==> src/rtl/div_share_arbiter_pkg.sv <==
// rtl/div_share_arbiter_pkg.sv - shared types and constants for the divider-sharing arbiter
package div_share_arbiter_pkg;

  localparam int TAG_W = 4;

  localparam logic [1:0] ST_RUN   = 2'd0;
  localparam logic [1:0] ST_DRAIN = 2'd1;
  localparam logic [1:0] ST_DONE  = 2'd2;

  typedef struct packed {
    logic             valid;
    logic [TAG_W-1:0] tag;
  } tag_t;

  function automatic int tag_width(input int p);
    return (p < 2) ? 1 : $clog2(p);
  endfunction

endpackage

==> src/rtl/div_share_arbiter_if.sv <==
// rtl/div_share_arbiter_if.sv - requester-side bundle: operand requests, grants and result return
interface div_share_arbiter_if #(
  parameter int N = 16,
  parameter int P = 4
);
  logic [P-1:0]   REQ_R;
  logic [P*N-1:0] REQ_D;
  logic [P-1:0]   GNT;
  logic [P-1:0]   RES_V;
  logic [N-1:0]   RES_D;

  modport master (output REQ_R, REQ_D, input GNT, RES_V, RES_D);
  modport slave  (input REQ_R, REQ_D, output GNT, RES_V, RES_D);
endinterface

==> src/rtl/div_share_arbiter_rr_pick.sv <==
// rtl/div_share_arbiter_rr_pick.sv - round-robin one-hot picker starting the scan at ptr
module div_share_arbiter_rr_pick #(
  parameter int P  = 4,
  parameter int TW = 2
) (
  input  logic [P-1:0]  req,
  input  logic [TW-1:0] ptr,
  output logic [P-1:0]  gnt,
  output logic [TW-1:0] idx,
  output logic          any
);

  logic [TW-1:0] j;

  always_comb begin
    gnt = '0;
    idx = '0;
    any = 1'b0;
    j   = '0;
    for (int k = 0; k < P; k++) begin
      j = TW'((int'(ptr) + k) % P);
      if (!any && req[j]) begin
        any    = 1'b1;
        gnt[j] = 1'b1;
        idx    = j;
      end
    end
  end

endmodule

==> src/rtl/div_share_arbiter.sv <==
// rtl/div_share_arbiter.sv - shares one fixed-latency EN-gated operator among P requesters
module div_share_arbiter
  import div_share_arbiter_pkg::*;
#(
  parameter int N   = 16,
  parameter int P   = 4,
  parameter int LAT = 1
) (
  input  logic                CLK,
  input  logic                RST,
  input  logic                EN,
  input  logic                FLUSH,
  div_share_arbiter_if.slave  bus,
  output logic                FLUSH_DONE,
  output logic                ERR,
  output logic                OP_EN,
  output logic                OP_R_IN,
  output logic [N-1:0]        OP_D_IN,
  input  logic                OP_R_OUT,
  input  logic [N-1:0]        OP_D_OUT
);

  localparam int TW = tag_width(P);

  logic [1:0]    state;
  logic [TW-1:0] ptr;
  logic          adv;
  tag_t          pipe [LAT+1];
  tag_t          last;
  logic [P-1:0]  pick_gnt;
  logic [TW-1:0] pick_idx;
  logic          pick_any;
  logic          grant_ok;
  logic          granted;
  logic          pipe_empty;
  logic [N-1:0]  sel_d;
  logic [P-1:0]  res_v;

  div_share_arbiter_rr_pick #(.P(P), .TW(TW)) u_pick (
    .req (bus.REQ_R),
    .ptr (ptr),
    .gnt (pick_gnt),
    .idx (pick_idx),
    .any (pick_any)
  );

  // RST gates the grant so that GNT reads zero while reset is held
  assign grant_ok   = RST && EN && !FLUSH && (state == ST_RUN);
  assign granted    = grant_ok && pick_any;
  assign bus.GNT    = grant_ok ? pick_gnt : '0;
  assign OP_EN      = EN;
  assign last       = pipe[LAT];
  assign bus.RES_D  = OP_D_OUT;
  assign bus.RES_V  = res_v;
  assign FLUSH_DONE = (state == ST_DONE) && FLUSH;

  always_comb begin
    sel_d      = '0;
    res_v      = '0;
    pipe_empty = 1'b1;
    for (int i = 0; i < P; i++) begin
      if (pick_idx == TW'(i)) sel_d = bus.REQ_D[i*N +: N];
      res_v[i] = adv && OP_R_OUT && last.valid && (last.tag == TAG_W'(i));
    end
    for (int s = 0; s <= LAT; s++) begin
      if (pipe[s].valid) pipe_empty = 1'b0;
    end
  end

  always_ff @(posedge CLK or negedge RST) begin
    if (!RST) begin
      OP_R_IN <= 1'b0;
      OP_D_IN <= '0;
      ptr     <= '0;
      adv     <= 1'b0;
      ERR     <= 1'b0;
      state   <= ST_RUN;
      for (int s = 0; s <= LAT; s++) pipe[s] <= '0;
    end else begin
      adv <= EN;
      // operator holds its output while EN=0, so only freshly advanced results are judged
      if (adv && (OP_R_OUT != last.valid)) ERR <= 1'b1;
      if (EN) begin
        OP_R_IN <= granted;
        if (granted) begin
          OP_D_IN <= sel_d;
          ptr     <= (pick_idx == TW'(P-1)) ? '0 : pick_idx + 1'b1;
        end
        pipe[0] <= '{valid: granted, tag: TAG_W'(pick_idx)};
        for (int s = 1; s <= LAT; s++) pipe[s] <= pipe[s-1];
      end
      case (state)
        ST_RUN:   if (FLUSH) state <= ST_DRAIN;
        ST_DRAIN: if (EN && pipe_empty) state <= ST_DONE;
        ST_DONE:  if (!FLUSH) state <= ST_RUN;
        default:  state <= ST_RUN;
      endcase
    end
  end

endmodule

==> src/flat_wrapper.sv <==
// flat-port wrapper written by rule: the top's interface ports become plain ports
module div_share_arbiter_flat import div_share_arbiter_pkg::*;
#(
  parameter int N   = 16,
  parameter int P   = 4,
  parameter int LAT = 1
)
  (CLK, RST, EN, FLUSH, FLUSH_DONE, ERR, OP_EN, OP_R_IN, OP_D_IN, OP_R_OUT, OP_D_OUT, bus_REQ_R, bus_REQ_D, bus_GNT, bus_RES_V, bus_RES_D);
  div_share_arbiter_if #(.N(N), .P(P)) bus_i ();
  input  logic CLK;
  input  logic RST;
  input  logic EN;
  input  logic FLUSH;
  output logic FLUSH_DONE;
  output logic ERR;
  output logic OP_EN;
  output logic OP_R_IN;
  output logic [N-1:0] OP_D_IN;
  input  logic OP_R_OUT;
  input  logic [N-1:0] OP_D_OUT;
  input wire logic [$bits(bus_i.REQ_R)-1:0] bus_REQ_R;
  input wire logic [$bits(bus_i.REQ_D)-1:0] bus_REQ_D;
  output wire logic [$bits(bus_i.GNT)-1:0] bus_GNT;
  output wire logic [$bits(bus_i.RES_V)-1:0] bus_RES_V;
  output wire logic [$bits(bus_i.RES_D)-1:0] bus_RES_D;
  assign bus_i.REQ_R = bus_REQ_R;
  assign bus_i.REQ_D = bus_REQ_D;
  assign bus_GNT = bus_i.GNT;
  assign bus_RES_V = bus_i.RES_V;
  assign bus_RES_D = bus_i.RES_D;
  div_share_arbiter #(.N(N), .P(P), .LAT(LAT)) u_core (.CLK(CLK), .RST(RST), .EN(EN), .FLUSH(FLUSH), .bus(bus_i), .FLUSH_DONE(FLUSH_DONE), .ERR(ERR), .OP_EN(OP_EN), .OP_R_IN(OP_R_IN), .OP_D_IN(OP_D_IN), .OP_R_OUT(OP_R_OUT), .OP_D_OUT(OP_D_OUT));
endmodule
==> config.mk <==
export PLATFORM = sky130hd
export DESIGN_NAME = div_share_arbiter_flat
export DESIGN_NICKNAME = d
export VERILOG_FILES = /design/src/rtl/div_share_arbiter_pkg.sv /design/src/rtl/div_share_arbiter_if.sv /design/src/rtl/div_share_arbiter_rr_pick.sv /design/src/rtl/div_share_arbiter.sv /design/src/flat_wrapper.sv
export SDC_FILE = /design/constraint.sdc
export NUM_CORES = 1
export LEC_CHECK = 0
export ABC_AREA = 1
export CAP_MARGIN = 40
export CORE_ASPECT_RATIO = 0.5
export CORE_UTILIZATION = 40
export DETAILED_ROUTE_END_ITERATION = 7
export GPL_ROUTABILITY_DRIVEN = 0
export PLACE_DENSITY = 0.81
export SLEW_MARGIN = 10
export SYNTH_ARGS = -nofsm -noshare
export SYNTH_HDL_FRONTEND = slang
export SYNTH_SLANG_ARGS = --single-unit
==> constraint.sdc <==
create_clock -name CLK -period 4.1 [get_ports CLK]
set_input_delay 0.615 -clock CLK [delete_from_list [all_inputs] [get_ports CLK]]
set_output_delay 0.615 -clock CLK [all_outputs]
set_load 0.005 [all_outputs]
# ---- Word-level counts from Yosys, hierarchy flattened
# Index checks and enable logic that the tools add are counted.
dict set report word_totals {
  regBits 28
  latchBits 0
  ram_bits 0
  mem_bits_ro 0
  input_bits 89
  out_inout_bits 44
  word_cells 105
  memories 0
}
dict set report op_classes {
  add_sub_neg 4
  mul 0
  n_div 0
  magnitude_cmp 8
  n_eq_ne 12
  shift 0
  n_mux 40
  n_bitwise 3
  n_reduce_logical 29
}
# operator n
set op_table {}
lappend op_table {{two-way mux 16 bit} 4}
lappend op_table {{logical AND 1 bit} 20}
lappend op_table {{two-way mux 4 bit} 5}
lappend op_table {{two-way mux 2 bit} 8}
lappend op_table {{two-way mux 1 bit} 14}
lappend op_table {{< comparator 2 x 3 -> 1 bit, second input constant} 4}
lappend op_table {{OR 4 bit} 3}
lappend op_table {{equality test 2 bit, second input constant} 5}
lappend op_table {{binary-select mux 1 bit (select 2 bit)} 4}
lappend op_table {{demux 1 bit (select 2 bit)} 4}
lappend op_table {{greater-or-equal comparator 2 x 1 -> 1 bit, second input constant} 4}
lappend op_table {{equality test 2 x 1 -> 1 bit, second input constant} 3}
lappend op_table {{case mux 2 bit (3 select lines)} 1}
lappend op_table {{adder 2 x 1 -> 2 bit, second input constant} 2}
lappend op_table {{adder 2 bit, second input constant} 2}
lappend op_table {{logical NOT 1 bit} 4}
lappend op_table {{logical NOT 2 bit} 2}
lappend op_table {{logical NOT 4 bit} 1}
lappend op_table {{inequality test 2 bit, second input constant} 2}
lappend op_table {{AND reduction 3 bit} 1}
lappend op_table {{inequality test 2 x 1 -> 1 bit, second input constant} 1}
lappend op_table {{AND reduction 2 bit} 1}
lappend op_table {{inequality test 1 bit} 1}

# ---- Depth between registers and ports, before layout
# Gate-level depths: netlist of run 1.
dict set report depth {
  word_depth 17
  ltp_mapped 21
  ltp_nobuf 19
}

# ---- Modules after synthesis
# From an unflattened synthesis of run 1, not the netlist that was laid out.
dict set report unflattened {
  hier_cells 372
  area_unflattened_um2 2372.3
}
# module n_inst cells_each area_per_inst_um2 seq_area_each_um2
set modules_own_cells {}
lappend modules_own_cells {div_share_arbiter 1 298 1931.9 700.7}
lappend modules_own_cells {div_share_arbiter_rr_pick 1 74 440.4 0.0}

# ---- Worst setup path after synthesis of run 1
# Ideal clock, no wire load.
dict set report synth_timing {
  kind {flip-flop to flip-flop}
  start {register u_core.ptr[0]}
  end {register u_core.OP_D_IN[12]}
  setup_ps 65
  arrival_time_ps 2746
  t_required_ps 4035
  slack_ps 1290
  path_stages_with_launch 22
  path_buffers 3
  synth_period_minus_slack_ps 2810
  cell_sequence {dfrtp_1 buf_6 inv_8 ha_1 inv_1 nand3_1 nand2_1 inv_1 nand3_1 nand2_1 nand2_2 inv_1 ha_1 buf_2 nor2_2 buf_4 nand2_1 nand2_1 o21ai_0 o21ai_0 nand2_1 nand2_1}
}
dict set report synth_between {
  elab_chain_len 17
  word_cells_on_any_way 35
  classes_between {add/sub (3); eq/ne (3); mux (20); reduce/logical (9)}
}
# element line_no
set synth_rtl {}
lappend synth_rtl {{start, declared} div_share_arbiter.sv:26} ;# logic [TW-1:0] ptr;
lappend synth_rtl {{start signal, assigned} div_share_arbiter.sv:87} ;# ptr <= (pick_idx == TW'(P-1)) ? '0 : pick_idx + 1'b1;
lappend synth_rtl {{parallel branches: the longest is 11 deep, another holds adder 2 x 1 -> 2 bit} -}
lappend synth_rtl {{two-way mux 2 bit (*)} div_share_arbiter_rr_pick.sv:22} ;# if (!any && req[j]) begin
lappend synth_rtl {{named net u_core.pick_idx[0]} div_share_arbiter.sv:31} ;# logic [TW-1:0] pick_idx;
lappend synth_rtl {{logical NOT 2 bit} div_share_arbiter.sv:62} ;# if (pick_idx == TW'(i)) sel_d = bus.REQ_D[i*N +: N];
lappend synth_rtl {{two-way mux 16 bit (3 in series)} div_share_arbiter.sv:62}
lappend synth_rtl {{two-way mux 16 bit (*)} div_share_arbiter.sv:62}
lappend synth_rtl {{end signal, assigned} div_share_arbiter.sv:86} ;# OP_D_IN <= sel_d;
lappend synth_rtl {{end, declared} div_share_arbiter.sv:18} ;# output logic [N-1:0] OP_D_IN,
# Mark *: on every way through the listed nets, which the timed path passes. The select of a mux whose other input is x is not followed.
# A chain may end at the register's enable or synchronous reset.

# ---- Final worst setup path of run 1
dict set report layout_timing {
  start {register u_core.ptr[1]}
  end {register u_core.OP_D_IN[6]}
}
# Same word-level chain as after synthesis.

==> impl_metrics.toml, run 1 <==
[status]
outcome = "complete, but fails checks"
violations = "DRC"

[global_route]
grt_max_degree = 34
antenna_found_initial = 0
grt_busiest_layer = "met2"
use_met1 = 0.269
overflow = 0
use_met3 = 0.0298
gr-usage-met2 = 0.342
grt_pass1_vias = 2304
grt_pass1_wl_um = 10400
track_usage = 0.199

[floorplanning]
fp.dieArea_um2 = 6390
num_io_pins = 133
fp-row-count = 19
start_util = 0.428
die_width_um = 112
die_height_um = 57.0
core_um2 = 5660

[timing]
clock-skew-final_ns = 0.00217
setup_ws_ns = 0.585
rsz0062_at_grt = "false"
period_share = 0.857
fin_setup_tns_ns = 0
report.final.slew_viol_count = 0
setup_viol = 0
hold_viol_final = 0
fmax_mhz = 284
relSlewSlack = 0.549
min_period_ns = 3.52
worst_pin_slew_ns = 0.676

[routing]
wl_per_cell_um = 12.5
route.detailed.drc = 5
wirelength_um = 6240
vias = 2442
drt_iter0_markers = 140
firstDrtPassIters = 8
viasPerCell = 4.90
detail-route-antenna-nets = 0

[placed_design]
dp_slack_ns = 0.531
numPortBuffers = 100
place_hpwl_um = 4870
place_area_um2 = 3320

[finish]
final_nets = 527
syn2layout_area_growth_pct = 40.1
finalInstanceArea_um2 = 3390
multiInputGateArea_um2 = 1380
drive_above_1_share = 0.0988
seqCellArea_um2 = 701
num_antenna_cells = 0
n_fill_cell = 542

[clock_network]
clk_latency_ns = 0.26
cts_tree = "done"
cts_hold_buf = 0
cts_resized = 0
htreeDepth = 1
cts_buffers = 3
cts_num_sinks = 28
clk_pin_slew_ns = 0.07
post_cts_buffers = 0
cts.path.max_buffers = 2
root_buffer = "clkbuf_16"

[critical_path]
cp.required_ns = 4.25
path_class = "reg -> reg"
worst_setup_path_end_kind = "register"
arrival_ns = 3.67
r2r_start = "u_core.ptr[1]"
critPathLaunchType = "register"
path_max_fanout = 17
critPathLaunch = "u_core.ptr[1]"

[synth]
ys_seq_area_frac = 0.289
syn_area_per_cell_um2 = 6.96
yosys_warnings = 0
ys_types = 31
syn_inst = 348
syn_nets = 448
netlist_area_um2 = 2420
ys_ff_latch = 28

[job]
drv_cap = 0

[power]
cellPowerDensity_nw_per_um2 = 783
leakagePower_nw = 1.59
peakVddDrop_v = 0.000329

[hold_path]
hp-class = "reg -> reg"
min_from = "u_core.ERR"
## critical path, stage by stage, from the launching register on
cell     delay, ns
dfrtp_1       0.55
inv_2         0.19
ha_1          0.38
inv_1         0.10
nand3_1       0.09
nand2_1       0.11
inv_1         0.17
nand4_1       0.12
nand2_1       0.16
ha_1          0.61
inv_1         0.40
o21ai_0       0.27
o21ai_1       0.12
nand2_1       0.09
nand2_1       0.04
## cells in the mapped netlist (all sizes together)
master,instances,area share
or2,1,0.0026
o21bai,2,0.0062
a21boi,4,0.012
nand3,21,0.058
dfrtp,28,0.29
o21a,1,0.0031
o211ai,1,0.0031
nor2,8,0.020
buf,24,0.084
o21ai,36,0.074
ha,11,0.057
nand4,7,0.024
clkbuf,6,0.0093
a21oi,21,0.043
inv,27,0.047
nand2,145,0.26
nor3,5,0.010
## cells in the final DEF (no fill, tap or decap), types with 2 or more instances in the layout
master	n
nand3_2	2
buf_4	4
nand3_4	2
inv_4	2
o21bai_1	2
nor3_1	5
inv_1	23
clkdlybuf4s50_1	100
nand2_4	4
nand2_2	18
o21ai_1	6
nor2_4	2
nand3_1	17
nand4_1	6
dfrtp_1	28
nor2_1	5
a21oi_1	21
nand2_1	123
o21ai_0	30
ha_1	11
a21boi_0	4
clkbuf_16	3
## cell type report
type / count / share of cell area
clock buffer: 3 / 0.0221
inverter: 27 / 0.0336
multi-input combinational: 263 / 0.407
sequential: 28 / 0.207
tap: 73 / 0.0269
timing repair buffer: 104 / 0.304
## routing by layer
metal / vias up / wire length, um
met3: 10 / 334
li1: 1270 / -
met2: 80 / 2940
met4: 0 / 72
met5: - / 0
met1: 1082 / 2890
## final timing paths
check | end | slack (ns) | depth (start not counted)
min in group asynchronous | u_core.state[0] | 0.79 | 2
min | u_core.ERR | 0.48 | 1
max | u_core.OP_D_IN[6] | 0.58 | 14
min reg2reg | u_core.ERR | 0.48 | 1
max reg2reg | u_core.OP_D_IN[6] | 0.58 | 14
max in group asynchronous | u_core.OP_D_IN[5] | 3.05 | 2
## logic make-up after synthesis
| kind of cell | after synthesis | synth area share |
|---|---|---|
| simple gates | 187 | 0.371 |
| compound gates | 65 | 0.143 |
| buf+inv | 57 | 0.141 |
| flops | 28 | 0.289 |
| fa+ha+maj | 11 | 0.0568 |
## through the flow
stage / utilization / std cells / hold slack (ns) / power (W)
floorplan: - / 348 / 0.319 / 0.00187
global placement: 0.586 / 495 / 0.464 / 0.00240
detailed placement: 0.586 / 495 / 0.463 / 0.00244
CTS: 0.600 / 498 / 0.483 / 0.00267
global route: 0.600 / 498 / 0.498 / 0.00293
finish: 0.600 / 498 / 0.478 / 0.00266
## state kept, by name, summed over array words and instances (netlist names)
register / cells
u_core.adv: 1
u_core.ptr: 2
u_core.pipe: 2
u_core.last: 3
u_core.state: 2
u_core.OP_R_IN: 1
u_core.ERR: 1
u_core.OP_D_IN: 16
## where the power goes
part / internal, W / switching, W
combinational: 0.000773 / 0.00118
clock: 0.000129 / 0.0000872
sequential: 0.000397 / 0.0000958
total: 0.00130 / 0.00136
Power figures use the tool's default switching activity.
==> inputs of run 2 (changes only) <==
- CAP_MARGIN: 40 -> 25
- CORE_UTILIZATION: 40 -> 36
- PLACE_DENSITY: 0.81 -> 0.76
- clock period: 4.1 -> 3.1 ns (I/O delays scaled with it)
==> run 2 against run 1 <==
Compared with the run above:
- the flow now finishes without violations
- global-route usage fell by 2.9 points
- design area rose by 3.4%
- clock skew rose by 0.0028 ns
- critical path type is now reg -> out
- largest cell class unchanged
- largest power group unchanged
==> impl_metrics.toml, run 2 (same netlist as run 1, synthesis figures left out) <==
[finish]
final_nets = 534
n_fill_cell = 590
syn2layout_area_growth_pct = 44.8
largest_register = "u_core.OP_D_IN"
final_common_cell = "nand2_1"
num_antenna_cells = 0
largest_reg_flops = 16
multiInputGateArea_um2 = 1380
drive_above_1_share = 0.115
final_cell_mix = "123 x nand2_1, 100 x clkdlybuf4s50_1, 30 x o21ai_0"
seqCellArea_um2 = 701

[critical_path]
crit_chain = "inv_8, ha_1, inv_1, nand3_1, nand2_2, nor2_1, buf_4, a21oi_1, nand3_1, nand2_1, inv_1, clkdlybuf4s50_1"
path_max_fanout = 9
worst_setup_path_end_kind = "output pin"
slowest_delay_ns = 0.48
cp_slowest_cell = "clkdlybuf4s50_1"
cp.required_ns = 2.63
arrival_ns = 2.47
critPathLaunchType = "register"
path_class = "reg -> out"

[clock_network]
root_buffer = "clkbuf_16"
cts.path.max_buffers = 2
htreeDepth = 1
clk_latency_ns = 0.26
cts_buffers = 3
post_cts_buffers = 0
cts_hold_buf = 0
cts_resized = 0
clk_pin_slew_ns = 0.07
cts_num_sinks = 28
cts_tree = "done"

[job]
drv_cap = 0

[routing]
viasPerCell = 4.65
detail-route-antenna-nets = 0
vias = 2423
drt_iter0_markers = 110
firstDrtPassIters = 4
wirelength_um = 6070
route.detailed.drc = 0
wl_per_cell_um = 11.6

[timing]
fmax_mhz = 341
clock-skew-final_ns = 0.00495
min_period_ns = 2.94
period_share = 0.947
relSlewSlack = 0.719
report.final.slew_viol_count = 0
hold_viol_final = 0
setup_viol = 0
worst_pin_slew_ns = 0.422
fin_setup_tns_ns = 0
rsz0062_at_grt = "false"

[global_route]
grt_pass1_wl_um = 9760
grt_pass1_vias = 2258
overflow = 0
grt_max_degree = 33
track_usage = 0.170
antenna_found_initial = 0

[hold_path]
hp-class = "reg -> reg"

[power]
cellPowerDensity_nw_per_um2 = 1060
finalPower_w = 0.00372
leakagePower_nw = 1.64
peakVddDrop_v = 0.000429

[floorplanning]
start_util = 0.385
die_width_um = 118
fp.dieArea_um2 = 7080
fp-row-count = 20
core_um2 = 6280
num_io_pins = 133
die_height_um = 60.0

[placed_design]
numPortBuffers = 100
place_hpwl_um = 4860

[status]
outcome = "finished clean"
run 2: area by class of cell:
class	count	area share
Tap cell	88	0.0314
Clock buffer	3	0.0214
Sequential cell	28	0.200
Clock inverter	1	0.00857
Multi-Input combinational cell	263	0.394
Timing Repair Buffer	111	0.313
Inverter	27	0.0325
run 2: critical path: cells and delay by family (launching register included):
family / cells / cell delay, ns
buffers and inverters: 5 / 0.86
AOI/OAI and AO/OA: 1 / 0.06
adders and majority gates: 1 / 0.35
and+or+nand+nor: 5 / 0.48
DFF: 1 / 0.44
run 2: where the power goes:
group / switching (W) / internal [W] / leakage, nW
Combinational: 0.00155 / 0.00115 / 1.24
Clock: 0.000122 / 0.000257 / 0.0511
Sequential: 0.000108 / 0.000525 / 0.351
run 2: final timing paths:
path	startpoint	to	slack, ns	cells past startpoint
max	u_core.ptr[0]	bus_GNT[2]	0.16	12
min	u_core.OP_D_IN[5]	u_core.OP_D_IN[5]	0.48	2
max reg2reg	u_core.ptr[0]	u_core.OP_D_IN[8]	0.27	19
min reg2reg	u_core.OP_D_IN[5]	u_core.OP_D_IN[5]	0.48	2
max in group asynchronous	RST	u_core.OP_D_IN[3]	2.23	2
min in group asynchronous	RST	u_core.state[1]	0.60	2
run 2: metal layers:
metal / vias up / track usage / share of wire
li1: 1279 / - / -
met1: 1064 / 0.210 / 0.46
met2: 71 / 0.315 / 0.47
met3: 9 / 0.0296 / 0.051
met4: 0 / 0.0403 / 0.011
met5: - / 0 / 0
run 2: through the flow:
stage | std cells | util | area, um^2 | hold slack, ns | setup WS, ns
6_report | 521 | 0.558 | 3510 | 0.482 | 0.165
5_1_grt | 521 | 0.558 | 3510 | 0.492 | 0.0190
4_1_cts | 521 | 0.558 | 3510 | 0.483 | 0.167
3_5_place_dp | 517 | 0.541 | 3400 | 0.466 | 0.175
3_3_place_gp | 517 | 0.541 | 3400 | 0.464 | 0.237
2_1_floorplan | 348 | - | 2420 | 0.169 | 0.290
